--- src/rtl/alu_pkg.sv ---
// alu_pkg: opcode encodings shared by ALU control and the ALU
package alu_pkg;
   localparam logic [3:0] ALU_AND  = 4'b0000;
   localparam logic [3:0] ALU_OR   = 4'b0001;
   localparam logic [3:0] ALU_ADD  = 4'b0010;
   localparam logic [3:0] ALU_SLL  = 4'b0011;
   localparam logic [3:0] ALU_SRL  = 4'b0100;
   localparam logic [3:0] ALU_SRA  = 4'b0101;
   localparam logic [3:0] ALU_SUB  = 4'b0110;
   localparam logic [3:0] ALU_SLT  = 4'b0111;
   localparam logic [3:0] ALU_SLTU = 4'b1000;
   localparam logic [3:0] ALU_XOR  = 4'b1001;
   localparam logic [3:0] ALU_NOR  = 4'b1010;
   localparam logic [3:0] ALU_LUI  = 4'b1011;
   localparam logic [3:0] ALU_SLLV = 4'b1100;
   localparam logic [3:0] ALU_SRLV = 4'b1101;
   localparam logic [3:0] ALU_SRAV = 4'b1110;
   localparam logic [3:0] ALU_RSVD = 4'b1111;
endpackage

--- src/rtl/alu_if.sv ---
// alu_if: operand/opcode bus into the ALU and its registered result
interface alu_if;
   logic [3:0]  alu_cnt;
   logic [31:0] input1;
   logic [31:0] input2;
   logic [4:0]  shamt;
   logic [31:0] result;
   logic        zero;
   modport master (output alu_cnt, input1, input2, shamt, input result, zero);
   modport slave (input alu_cnt, input1, input2, shamt, output result, zero);
endinterface

--- src/rtl/alu_shifter.sv ---
// alu_shifter: combinational 32-bit barrel shifter, left or right, logical or arithmetic
module alu_shifter (
   input  logic [31:0] data,
   input  logic [4:0]  amount,
   input  logic        direction,
   input  logic        arithmetic,
   output logic [31:0] out
);
   logic [31:0] fill;
   assign fill = {32{arithmetic & data[31]}} & ~(32'hffff_ffff >> amount);
   assign out = direction ? (data >> amount) | fill : data << amount;
endmodule

--- src/rtl/alu.sv ---
// alu: MIPS execute-stage ALU with registered result and zero flag
module alu
   import alu_pkg::*;
(
   input logic clk,
   input logic rst,
   alu_if.slave bus
);
   logic        sub, lt_s, lt_u, right, arith;
   logic [32:0] sum;
   logic [31:0] sh_out, nxt;
   logic [4:0]  amount;
   assign sub = bus.alu_cnt inside {ALU_SUB, ALU_SLT, ALU_SLTU};
   assign sum = {1'b0, bus.input1} + {1'b0, bus.input2 ^ {32{sub}}} + {32'b0, sub};
   // no borrow out of A - B means A >= B unsigned
   assign lt_u = ~sum[32];
   assign lt_s = (bus.input1[31] ^ bus.input2[31]) ? bus.input1[31] : sum[31];
   assign right = bus.alu_cnt inside {ALU_SRL, ALU_SRA, ALU_SRLV, ALU_SRAV};
   assign arith = bus.alu_cnt inside {ALU_SRA, ALU_SRAV};
   assign amount = bus.alu_cnt[3] ? bus.input1[4:0] : bus.shamt;
   alu_shifter u_shifter (
      .data(bus.input2),
      .amount(amount),
      .direction(right),
      .arithmetic(arith),
      .out(sh_out)
   );
   always_comb begin
      nxt = 32'h0;
      case (bus.alu_cnt)
         ALU_AND:  nxt = bus.input1 & bus.input2;
         ALU_OR:   nxt = bus.input1 | bus.input2;
         ALU_ADD, ALU_SUB: nxt = sum[31:0];
         ALU_SLL, ALU_SRL, ALU_SRA, ALU_SLLV, ALU_SRLV, ALU_SRAV: nxt = sh_out;
         ALU_SLT:  nxt = {31'b0, lt_s};
         ALU_SLTU: nxt = {31'b0, lt_u};
         ALU_XOR:  nxt = bus.input1 ^ bus.input2;
         ALU_NOR:  nxt = ~(bus.input1 | bus.input2);
         ALU_LUI:  nxt = {bus.input2[15:0], 16'h0000};
         default:  nxt = 32'h0;
      endcase
   end
   always_ff @(posedge clk) begin
      if (rst) begin
         bus.result <= 32'h0;
         bus.zero   <= 1'b1;
      end else begin
         bus.result <= nxt;
         bus.zero   <= nxt == 32'h0;
      end
   end
endmodule

--- src/flat_wrapper.sv ---
// flat-port wrapper written by rule: the top's interface ports become plain ports
module alu_flat import alu_pkg::*;
  (clk, rst, bus_alu_cnt, bus_input1, bus_input2, bus_shamt, bus_result, bus_zero);
  alu_if bus_i ();
  input logic clk;
  input logic rst;
  input wire logic [$bits(bus_i.alu_cnt)-1:0] bus_alu_cnt;
  input wire logic [$bits(bus_i.input1)-1:0] bus_input1;
  input wire logic [$bits(bus_i.input2)-1:0] bus_input2;
  input wire logic [$bits(bus_i.shamt)-1:0] bus_shamt;
  output wire logic [$bits(bus_i.result)-1:0] bus_result;
  output wire logic [$bits(bus_i.zero)-1:0] bus_zero;
  assign bus_i.alu_cnt = bus_alu_cnt;
  assign bus_i.input1 = bus_input1;
  assign bus_i.input2 = bus_input2;
  assign bus_i.shamt = bus_shamt;
  assign bus_result = bus_i.result;
  assign bus_zero = bus_i.zero;
  alu u_core (.clk(clk), .rst(rst), .bus(bus_i));
endmodule
--- config.mk ---
export PLATFORM = sky130hd
export DESIGN_NAME = alu_flat
export DESIGN_NICKNAME = d
export VERILOG_FILES = /design/src/rtl/alu_pkg.sv /design/src/rtl/alu_if.sv /design/src/rtl/alu_shifter.sv /design/src/rtl/alu.sv /design/src/flat_wrapper.sv
export SDC_FILE = /design/constraint.sdc
export NUM_CORES = 1
export LEC_CHECK = 0
export ABC_CLOCK_PERIOD_IN_PS = 5200
export CAP_MARGIN = 10
export CELL_PAD_IN_SITES_DETAIL_PLACEMENT = 1
export CELL_PAD_IN_SITES_GLOBAL_PLACEMENT = 1
export CORE_ASPECT_RATIO = 1.2
export CORE_MARGIN = 1
export CORE_UTILIZATION = 40
export DETAILED_ROUTE_END_ITERATION = 6
export GPL_TIMING_DRIVEN = 0
export PLACE_DENSITY = 0.86
export SYNTH_ARGS = -nofsm -noshare
export SYNTH_HDL_FRONTEND = slang
export SYNTH_SLANG_ARGS = --single-unit
--- constraint.sdc ---
create_clock -name clk -period 5.2 [get_ports clk]
set_clock_uncertainty 0.05 [all_clocks]
set_input_delay 1.04 -clock clk [delete_from_list [all_inputs] [get_ports clk]]
set_output_delay 1.04 -clock clk [all_outputs]
set_load 0.02 [all_outputs]
=== Yosys cells after proc, flatten, opt, wreduce, memory -nomap -nowiden ===
Cells that the tools add are included.
Widths: inputs -> output; s select.

* Bits in registers: 33
* Bits in latches: 0
* Bits in writable memories: 0
* ROM bits: 0
* Input port bits: 75
* Output and inout bits: 33
* Word-level logic and storage cells: 43
* Memories kept: 0

* Add/subtract/negate cells: 2
* Multiply operators: 0
* Div/mod/pow operators: 0
* $lt $le $gt $ge: 0
* Eq/ne operators: 14
* Shift operators: 3
* Mux-type cells: 4
* Bitwise operators: 11
* Reduce and logical (&&, ||, !) cells: 7

{| class="wikitable"
|+ Operators with widths
! kind !! count
|-
| $pmux 32 s9 || 1
|-
| $and 32x32->32 || 2
|-
| $not 32->32 || 2
|-
| $or 32x32->32 || 2
|-
| $xor 32x32->32 || 2
|-
| $add 32x32->33 || 1
|-
| $add 33x1->33 || 1
|-
| $logic_not 32->1 || 1
|-
| $mux 32 || 1
|-
| $shl 32x5->32 || 1
|-
| $shr 32x5->32 || 1
|-
| $shr 32x5->32 const A || 1
|-
| $eq 4x4->1 const B || 7
|-
| $eq 4x3->1 const B || 4
|-
| $eq 4x2->1 const B || 2
|-
| $reduce_or 6->1 || 1
|-
| $mux 5 || 1
|-
| $eq 4x1->1 const B || 1
|-
| $logic_not 4->1 || 1
|-
| $reduce_bool 4->1 || 1
|-
| $reduce_bool 3->1 || 1
|-
| $reduce_bool 2->1 || 1
|-
| $reduce_or 2->1 || 1
|-
| $and 1x1->1 || 1
|-
| 3 further kinds || 3
|}

=== Longest topological paths before layout ===
* Word-level depth: 8
* Mapped depth: 18
* Depth with buffers taken out: 15

=== By module ===
Synthesis repeated with hierarchy kept, for this count alone.

* Cell total of the unflattened synthesis: 1280
* Area total of the unflattened synthesis: 9698.1 sq um

{| class="wikitable"
|+ Modules (own cells, without submodules)
! module !! times used !! cells each !! area an instance (sq um) !! sequential area each (sq um)
|-
| alu || 1 || 796 || 5816.8 || 660.6
|-
| alu_shifter || 1 || 484 || 3881.2 || 0.0
|}

=== Least setup slack after synthesis ===
OpenSTA, ideal clock, no wires.

* Path type: input to register
* Start point: input bus_alu_cnt[3]
* End point: register u_core.bus.zero
* Library setup time: 0.115 ns
* Data arrival time: 4.861 ns
* Required time: 5.035 ns
* Path slack: 0.173 ns
* Stages on the path: 17
* Buffers on the path: 3
* Cell sequence: buf_6 -> or4b_1 -> nand2_1 -> buf_1 -> xnor2_1 -> ha_1 -> clkbuf_1 -> a21o_1 -> nand2b_1 -> o21ba_2 -> o31a_1 -> a21oi_1 -> o21ai_0 -> mux2_2 -> o211a_1 -> and4_1 -> a31o_1

* Cells in the longest elaborated chain, start to end: 8
* Elaborated cells between the ends (all ways): 36
* Classes of those cells: add/sub: 2; eq/ne: 14; shift: 3; mux: 4; bitwise: 6; reduce/logical: 7

{| class="wikitable"
|+ RTL lines
! item !! RTL line !! text
|-
| start: declaration || flat_wrapper.sv:7 || <nowiki>input wire logic [$bits(bus_i.alu_cnt)-1:0] bus_alu_cnt;</nowiki>
|-
| $eq 4x3->1 (tied with other cells) || alu.sv:13, alu.sv:30 ||
|-
| $reduce_bool 3->1 (tied with other cells) || alu.sv:13 || <nowiki>assign sub = bus.alu_cnt inside {ALU_SUB, ALU_SLT, ALU_SLTU};</nowiki>
|-
| $xor 32x32->32 (tied with other cells) || alu.sv:14 || <nowiki>assign sum = {1'b0, bus.input1} + {1'b0, bus.input2 ^ {32{sub}}} + {32'b0, sub};</nowiki>
|-
| $add 32x32->33 / $and 32x32->32 (equally long branches) || alu.sv:14, alu_shifter.sv:10 ||
|-
| $add 33x1->33 / $or 32x32->32 (equally long branches) || alu.sv:14, alu_shifter.sv:11 ||
|-
| $mux 1 (tied with other cells) || alu.sv:17 || <nowiki>assign lt_s = (bus.input1[31] ^ bus.input2[31]) ? bus.input1[31] : sum[31];</nowiki>
|-
| $pmux 32 s9 (*) || alu.sv:30 || <nowiki>case (bus.alu_cnt)</nowiki>
|-
| $logic_not 32->1 (*) || alu.sv:49 || <nowiki>bus.zero <= nxt == 32'h0;</nowiki>
|-
| end signal: assignment || alu.sv:46 || <nowiki>bus.zero <= 1'b1;</nowiki>
|-
| end signal: assignment || alu.sv:49 ||
|-
| end: declaration || alu_if.sv:10 || <nowiki>modport slave (input alu_cnt, input1, input2, shamt, output result, zero);</nowiki>
|}

Mark *: on every way between the ends. The rest lies on a longest branch, timed or not.
A chain may end at the register's enable or synchronous reset.

=== Worst setup path after layout ===
* Start point: input bus_input1[2]
* End point: register u_core.bus.zero

* Cells in the longest elaborated chain, start to end: 8
* Elaborated cells between the ends (all ways): 18
* Classes of those cells: add/sub: 2; shift: 3; mux: 4; bitwise: 8; reduce/logical: 1

{| class="wikitable"
|+ RTL lines
! item !! RTL line !! text
|-
| start: declaration || flat_wrapper.sv:8 || <nowiki>input wire logic [$bits(bus_i.input1)-1:0] bus_input1;</nowiki>
|-
| parallel branches: the longest is 6 deep, another holds $add 32x32->33 || - ||
|-
| $pmux 32 s9 (*) || alu.sv:30 ||
|-
| $logic_not 32->1 (*) || alu.sv:49 ||
|}

Every way passes the cells marked *.

==> reports/metrics.sh <==
OUTCOME='finished with violations'
VIOLATIONS='negative setup slack'
WORST_SETUP_PATH_START_KIND='input pin'
WIRELENGTH_MM=64.1
SYNTH_EDF_COUNT=0
FLOW.AREA_GROWTH_FROM_SYNTHESIS_PCT=20.6
VIASPERCELL=7.59
POST-LAYOUT-TOTAL-POWER_mW=2.44
SYNTH_CELLS=1257
MULTIINPUTGATEAREA_SQ_UM=8670
TIMING.FINAL.MAX_SLEW_VIOLATIONS=0
SYNTH.YOSYS.WARNINGS=0
GR-USAGE-MET1_PCT=57.7
FF_LATCH_AREA_SQ_UM=661
HOLD-WORST-SLACK_NS=1.37
CHIPWIDTH_UM=145
AREA_OF_THE_DIE_SQ_UM=25300
POSTSYNTHREGISTERBITS=33
HOLD_VIOLATIONS=0
POST_CTS_HOLD_BUFFER_COUNT=0
PERIOD_SHARE_PCT=102
LIBRARY_CELL_WITH_THE_LARGEST_SUMMED_AREA_AFTER_SYNTHESIS='mux4_2'
GLOBAL_ROUTE.PEAK_USAGE_LAYER='met2'
POST_SYNTHESIS_NET_COUNT=1428
SYNTH.CELLS.MOST_FREQUENT='nor2_1, nand2_1, ha_1'
PORT_BUFFERS=106
POWER.DENSITY_nW_PER_UM2=205
TIMING.HOLD.WORST_PATH_DEPTH=2
DRT_DRC_VIOLATIONS_LEFT=0
WL_PER_CELL_UM=37.9
GRT_PASS1_VIAS=13200
MAX_SLEW_MARGIN_PCT=21.0
CLOCK.FMAX_GHz=0.189
SUM_NEG_SETUP_SLACK_NS=-0.0977
MAX_SLEW.WORST_PIN.SLEW_NS=1.18
LAYOUT.NETS=1542
FP.COREAREA_SQ_UM=24100
DETAILROUTE.VIA_COUNT=12800
GRT_USAGE_PCT=49.9
CTS_HTREE_LEVELS=2
GPL.FINAL_WEIGHTED_CONGESTION=1.14
FP.DIEH_UM=174
WORST-SETUP-PATH-TYPE='input pin to flip-flop'
POST_LAYOUT_NONFILLER_INSTANCES=1693
FIRST_PASS_GRT_WIRE_LENGTH_MM=91.0
CRITICAL_PATH_FANOUT_MAX=10
WORSTPATHARRIVAL_NS=5.49
POST-SYNTH-TOP-AREA-FRACTION_PCT=13.5
WORSTPATHREQUIRED_NS=5.39
SYNTHESIS.AREA_PER_INSTANCE_SQ_UM=7.86
FILLERS=2918
GRT_MAX_DEGREE=12
ASYNC_FLOP_SHARE_PCT=0
YOSYSMOSTFREQUENTCELL='nor2_1'
SETUP_VIOL=1
NUM_ROWS=62
FIRST_ITER_VIOLATIONS=1677
FIRSTDRTPASSITERS=6
FLOORPLAN.IO_PINS=108
POSTROUTEANTENNANETS=0
GRT.MET3_USAGE_PCT=16.0
LAYOUT_MIN_CYCLE_TIME_NS=5.30
YS_DOMINANT_REG_CELL='dfxtp_1'
IRDROPWORSTVDD_uV=114
POWER.LEAKAGE_nW=4.68
WORST_SETUP_PATH_END_KIND='flip-flop'
PLACEDCELLCOUNT=1683
CLOCKBUFFERDEPTH=2
GR_LAYER_USAGE_MET2_PCT=75.9
SYNTH_SEQUENTIAL_AREA_RATIO_PCT=6.69
EFFECTIVE_UTILIZATION_AT_FLOORPLAN_PCT=40.9
MAX-CAP-VIOLATIONS=0
GRT_OVERFLOW=0
SYNTH_CELL_TYPE_COUNT=87
CTS_ROOT_BUFFER='clkbuf_16'
ANTENNA_FOUND_INITIAL=2
PLACE.DETAILED.HPWL_MM=49.0
CTS_SINKS=33
SYNTH_TOP_CELLS_BY_AREA='mux4_2, ha_1, dfxtp_1'
TRITONCTS_CLOCK_TREE='yes'
TRITONCTS.NUM_BUFFERS=5
SYNTH.CELL_AREA_SQ_UM=9880
CLKTRANSATPATHREGS_NS=0.06
DRIVE_GT1_SHARE_PCT=16.0
POST-ROUTE-WORST-SETUP-SLACK_NS=-0.0977
HOLD_PATH.CLASS='input pin to flip-flop'
layout by cell type, fill, tap and decap left out, types with 10 or more instances in the layout:
cell             instances
dfxtp_1                 33
nand4_1                 17
nand2_1                 96
o221ai_1                15
nor2b_1                 19
nor4_1                  10
clkbuf_1                38
a211oi_1                13
buf_2                   25
nand3_1                 26
clkdlybuf4s50_1         99
a221oi_1                15
nand2b_1                14
nor2_1                  99
a22oi_1                 14
mux4_2                  59
o21ai_0                 59
xnor2_1                 39
a21o_1                  11
a31oi_1                 16
mux2i_1                 50
nor3_1                  14
clkbuf_2                14
xor2_1                  11
o22ai_1                 25
buf_6                   11
a21oi_1                 70
inv_1                   77
buf_4                   19
o211ai_1                32
ha_1                    91
area by class of cell:
| cell class | instances | share of cell area, % |
|---|---|---|
| repair buffers | 118 | 9.69 |
| plain buffers | 102 | 4.72 |
| multi-input cells | 1034 | 72.8 |
| diodes | 1 | 0.0210 |
| flip-flops and latches | 33 | 5.54 |
| inverters | 77 | 2.43 |
| well taps | 320 | 3.36 |
| clock buffers | 7 | 1.20 |
| clock inverters | 1 | 0.252 |
per-layer routing:
layer | up-vias | part of all wire (%)
li1 | 5065 | -
met4 | 4 | 9.8
met2 | 1103 | 42
met3 | 371 | 12
met5 | - | 0.14
met1 | 6306 | 36
worst paths after layout:
kind / start / slack [ns] / endpoint
setup / recovery: bus_input1[2] / -0.1 / u_core.bus.zero
hold / removal: rst / 1.37 / u_core.bus.result[18]
critical path, stage by stage:
cell and delay (ns):
clkdlybuf4s50_1 0.64, mux2_2 0.49, buf_2 0.27, nor2_1 0.92, a221oi_1 0.19, o21ai_1 0.39, a21oi_1 0.20, nor4_4 0.34
nor4bb_4 0.43, and4b_1 0.26, and3_1 0.17, a31o_1 0.13
flip-flops by register name (all words and copies together) (netlist names):
signal / flops
u_core.bus.zero: 1
u_core.bus.result: 32
through the flow:
stage	area [sq um]	util [%]	worst slack [ns]
after global placement	11300	47.0	-1.23
after CTS	11800	48.7	0.0171
after detailed placement	11300	47.0	-1.34
final	11900	49.4	-0.0977
after global routing	11900	49.4	-0.0671
after floorplan	9880	-	0.173
report_power, final:
part	total (mW)	switching, mW	internal (mW)
sequential	0.290	0.00913	0.281
combinational	1.79	1.16	0.636
clock	0.361	0.122	0.240
total	2.44	1.29	1.16
logic make-up (layout without fill, tap and decap cells):
group | count (synthesis) | count (layout) | share of synthesized area [%]
AO/OA/AOI/OAI | 405 | 405 | 28.6
XOR/XNOR | 50 | 50 | 4.43
adder cells (fa/ha/maj) | 96 | 96 | 12.2
buffers and inverters | 190 | 305 | 8.46
flip-flops | 33 | 33 | 6.69
multiplexers | 135 | 135 | 22.3
other | 0 | 1 | 0
AND/OR/NAND/NOR | 348 | 348 | 17.3
repair_timing:
| item | 4_1_cts | 5_1_grt |
|---|---|---|
| pin swaps | 7 | 9 |
| gates resized for setup | 66 | 45 |
| setup endpoints to repair | 25 | 5 |
| endpoints found under the hold margin | 0 | 0 |
| buffers inserted | 5 | 7 |
(Power assumes the default switching activity.)
